`src/rtl/tdm_demux.sv`:
```
`default_nettype none
// ============================================================================
// Module   : tdm_demux
// Desc     : TDM serial link receiver. Recovers frame alignment from the sync
//            strobe and emits N_LANES-bit parallel words with a valid pulse.
//            Option macro: TDM_DEMUX_SYNC_CHECK_EN (strict per-frame sync).
// Revision : 1.0 - initial release
// ============================================================================
module tdm_demux #(
    parameter  int N_LANES = 4,
    localparam int SLOT_W  = $clog2(N_LANES)
) (
    input  logic               clk,
    input  logic               rst,
    input  logic               ce,
    input  logic               din,
    input  logic               sync,
    output logic [N_LANES-1:0] data,
    output logic               valid,
    output logic [SLOT_W-1:0]  slot,
    output logic               locked,
    output logic               sync_err
);

`ifdef TDM_DEMUX_SYNC_CHECK_EN
    localparam logic c_SYNC_CHECK = 1'b1;
`else
    localparam logic c_SYNC_CHECK = 1'b0;
`endif

    localparam logic [0:0]        c_HUNT      = 1'b0;
    localparam logic [0:0]        c_RUN       = 1'b1;
    localparam logic [SLOT_W-1:0] c_SLOT_LAST = SLOT_W'(N_LANES - 1);
    localparam logic [SLOT_W-1:0] c_SLOT_ONE  = SLOT_W'(1);

    logic [0:0]         r_state;
    logic [0:0]         w_state_next;
    logic [SLOT_W-1:0]  r_slot;
    logic [SLOT_W-1:0]  w_slot_next;
    logic [N_LANES-1:0] r_lane;
    logic [N_LANES-1:0] r_data;
    logic               r_valid;
    logic               r_sync_err;
    logic               w_lane_we;
    logic [SLOT_W-1:0]  w_lane_idx;
    logic               w_done;
    logic               w_err;
    logic               w_slot_zero;

    assign w_slot_zero = (r_slot == '0);

    // State register
    always_ff @(posedge clk) begin
        if (rst) begin
            r_state <= c_HUNT;
        end else begin
            r_state <= w_state_next;
        end
    end

    // Next-state logic
    always_comb begin
        w_state_next = r_state;
        case (r_state)
            c_HUNT: begin
                if (ce && sync) begin
                    w_state_next = c_RUN;
                end
            end
            c_RUN: begin
                if (c_SYNC_CHECK && ce && !sync && w_slot_zero) begin
                    w_state_next = c_HUNT;
                end
            end
            default: w_state_next = c_HUNT;
        endcase
    end

    // Per-sample control decode
    always_comb begin
        w_slot_next = r_slot;
        w_lane_we   = 1'b0;
        w_lane_idx  = '0;
        w_done      = 1'b0;
        w_err       = 1'b0;
        case (r_state)
            c_HUNT: begin
                if (ce && sync) begin
                    w_lane_we   = 1'b1;
                    w_slot_next = c_SLOT_ONE;
                end
            end
            c_RUN: begin
                if (ce) begin
                    if (sync && !w_slot_zero) begin
                        // Early sync: realign on this sample, drop the partial frame
                        w_err       = 1'b1;
                        w_lane_we   = 1'b1;
                        w_slot_next = c_SLOT_ONE;
                    end else if (c_SYNC_CHECK && !sync && w_slot_zero) begin
                        w_err       = 1'b1;
                        w_slot_next = '0;
                    end else begin
                        w_lane_we   = 1'b1;
                        w_lane_idx  = r_slot;
                        w_slot_next = r_slot + 1'b1;
                        w_done      = (r_slot == c_SLOT_LAST);
                    end
                end
            end
            default: w_slot_next = '0;
        endcase
    end

    // Datapath registers
    always_ff @(posedge clk) begin
        if (rst) begin
            r_slot     <= '0;
            r_lane     <= '0;
            r_data     <= '0;
            r_valid    <= 1'b0;
            r_sync_err <= 1'b0;
        end else begin
            r_slot     <= w_slot_next;
            r_valid    <= w_done;
            r_sync_err <= w_err;
            if (w_lane_we) begin
                r_lane[w_lane_idx] <= din;
            end
            if (w_done) begin
                r_data <= {din, r_lane[N_LANES-2:0]};
            end
        end
    end

    assign data     = r_data;
    assign valid    = r_valid;
    assign slot     = r_slot;
    assign locked   = (r_state == c_RUN);
    assign sync_err = r_sync_err;

endmodule
`default_nettype wire

```
`config.mk`:
```
export PLATFORM = sky130hd
export DESIGN_NAME = tdm_demux
export DESIGN_NICKNAME = d
export VERILOG_FILES = /design/src/rtl/tdm_demux.sv
export SDC_FILE = /design/constraint.sdc
export NUM_CORES = 1
export LEC_CHECK = 0
export ABC_AREA = 1
export CORE_UTILIZATION = 30
export CTS_BUF_LIST = sky130_fd_sc_hd__clkbuf_8
export DETAILED_ROUTE_END_ITERATION = 16
export DONT_BUFFER_PORTS = 1
export PLACE_DENSITY_LB_ADDON = 0.1
export SYNTH_ARGS = -nofsm -noshare
export SYNTH_HDL_FRONTEND = slang
export SYNTH_SLANG_ARGS = --single-unit
export TNS_END_PERCENT = 30
```
`constraint.sdc`:
```
create_clock -name clk -period 1.4 [get_ports clk]
set_input_delay 0.14 -clock clk [delete_from_list [all_inputs] [get_ports clk]]
set_output_delay 0.14 -clock clk [all_outputs]
set_load 0.01 [all_outputs]
```
==> results.md <==
- Status: completed
- Detail Route Antenna Nets: 0
- Sequential area share after synthesis: 44.4%
- Core area: 1590 sq um
- Final Critical Period: 1.28 ns
- Max Root-Sink Buffers: 2
- Power, Total: 0.000798 W
- Final hold viol count: 0
- N_diodes: 0
- Antenna violations before repair: 0
- Router iterations before antenna repair: 4
- GP Congestion: 0.708
- First-pass GRT wire length: 1820 um
- Port Buffers: 0
- Nets: 89
- Seq cells post-synth: 12
- Syn Nets: 79
- Startpoint Class: register
- Cell Chain, Critical Path: inv_2 -> ha_1 -> inv_1 -> nand2_4 -> nand2_2 -> nor2_4 -> inv_2 -> nor2_1 -> nor2_1
- Drt wl/cell: 10.1 um
- Via Count: 450
- Critical path type: register to register
- H-tree depth: 1
- Mean number of vias per cell: 4.29
- Max cap viols: 0
- R2R cell count: 9
- Max Freq: 779 MHz
- Placed Area: 601 sq um
- Placed wire-length estimate: 803 um
- Post-Layout Cell Count: 105
- Period utilisation layout: 91.7%
- Vias in the first global route: 445
- Worst VDD drop: 0.000757 V
- Rows: 14
- Fillers: 172
- Uppermost layer routed: met4
- Fin area: 671 sq um
- Largest net degree at the start of global routing: 8
- CP max-delay cell: dfxtp_1
- Crit path largest cell delay: 0.31 ns
- Final slew viol count: 0
- Leakage Power: 0.308 nW
- Layout cells sized above 1: 21.0%
- Slew @ Worst Pin: 0.203 ns
- Met1 WL: 541 um
- Final Skew: 0.000369 ns
- CP Max Fanout: 6
- Setup TNS: 0 ns
- Most frequent cells in the layout: nor2_1 (12), dfxtp_1 (12), nand2_1 (11), inv_1 (10)
- Met3 WL: 64 um
- Syn_area_per_cell: 7.51 sq um
- GRT Overall Usage: 13.1%
- DIE WIDTH: 44.4 um
- Sequential cell area: 240 sq um
- Die height: 44.4 um
- CTS sink cnt: 12
- Area of the multi-input gates: 256 sq um
- Worst endpoint required time: 1.53 ns
- Synth warn: 0
- GRT overflow: 0
- Setup-failing EPs final: 0
- Yosys cell types: 17
- Hold Path Class: primary input to register
- TritonCTS clock tree: built
- Top Ports: 14
- RSZ-0062 raised after global routing: no
- Cts bufs inserted: 3
- Cells after DPL: 100
- Routed wl met2: 448 um
- Drt drc: 0
- Starting Density: 33.9%
- Iter 0 DRT Violations: 6
- Critical Path End Type: register
- Area delta synth->final: 24.1%
- Clock latency on the worst-skew pair: 0.24 ns
- Post-CTS Setup Bufs: 0
- Finished Core Util: 42.1%
- Mapped cell area: 541 sq um
- Pwr dens: 1190 nW/um^2
- Root Driver: clkbuf_8
- Routed WL: 1060 um
- Hold Path Stages: 2
- Rel. slew slack: 86.4%
- Die area: 1980 sq um
- Clock transition at path regs: 0.05 ns
- Synth Instances: 72
- CP arrival: 1.41 ns
what timing repair did:
item / CTS / global route
hold buffers: 1 / 0
gates resized for setup: 0 / 4
setup endpoints to repair: 0 / 4
hold endpoints to repair: 5 / 0
per-stage QoR:
stage / hold slack, ns / setup WS, ns
after floorplan: 0.209 / 0.0252
after CTS: 0.0493 / 0.0950
after global routing: 0.0597 / 0.00540
after global placement: 0.210 / 0.117
after detailed placement: 0.212 / 0.105
final: 0.0475 / 0.117
critical path: cells and delay by family, from the launching register on:
kind / cells / cell delay, ns
buf+inv: 3 / 0.24
flops: 1 / 0.31
fa+ha+maj: 1 / 0.14
simple gates: 5 / 0.47
path summary, 6_finish.rpt:
check	start	slack, ns	end
max	slot[0]$_SDFFE_PP0P_	0.12	data[1]$_SDFFE_PP0P_
max reg2reg	slot[0]$_SDFFE_PP0P_	0.12	data[1]$_SDFFE_PP0P_
min	din	0.05	r_lane[1]$_SDFFE_PP0P_
min reg2reg	r_lane[2]$_SDFFE_PP0P_	0.47	r_lane[2]$_SDFFE_PP0P_
cells by family after synthesis:
group | synth area share, %
AND/OR/NAND/NOR | 30.6
adder cells (fa/ha/maj) | 4.63
AO/OA/AOI/OAI | 11.3
flip-flops | 44.4
buffers and inverters | 9.03
sequential cells by signal, indices dropped and copies added (netlist names):
name,cells
r_lane,3
valid,1
locked,1
data,4
sync_err,1
slot,2
per-layer routing:
| metal | vias to the layer above | global-route usage [%] |
|---|---|---|
| met5 | - | 0 |
| met4 | 0 | 3.64 |
| met3 | 2 | 6.94 |
| met2 | 10 | 21.5 |
| met1 | 194 | 14.7 |
| li1 | 244 | - |
synthesized netlist by cell type:
cell type | count | share of area [%]
nor2_1 | 12 | 8.3
a21oi_4 | 1 | 3.0
nand4_1 | 2 | 2.3
inv_1 | 11 | 7.6
nand3_1 | 3 | 2.8
clkinv_1 | 1 | 0.69
ha_1 | 2 | 4.6
nor2_2 | 1 | 1.2
dfxtp_1 | 12 | 44
inv_2 | 1 | 0.69
nand2_2 | 3 | 3.5
a21oi_1 | 4 | 3.7
nand2_1 | 11 | 7.6
nor3_1 | 1 | 0.93
nand3_2 | 1 | 1.9
o21ai_0 | 5 | 4.6
nor2_4 | 1 | 2.1
report_power, final:
part | total [W] | switching [W] | internal, W
clock | 0.000374 | 0.000125 | 0.000248
combinational | 0.0000692 | 0.0000440 | 0.0000252
sequential | 0.000356 | 0.00000492 | 0.000351
cell type report:
type                       count  area share [%]
sequential                    12            35.8
timing repair buffer           5            5.97
tap                           24            4.48
clock buffer                   4            8.21
multi-input combinational     47            38.2
inverter                      13            7.28
(Power assumes the default switching activity.)
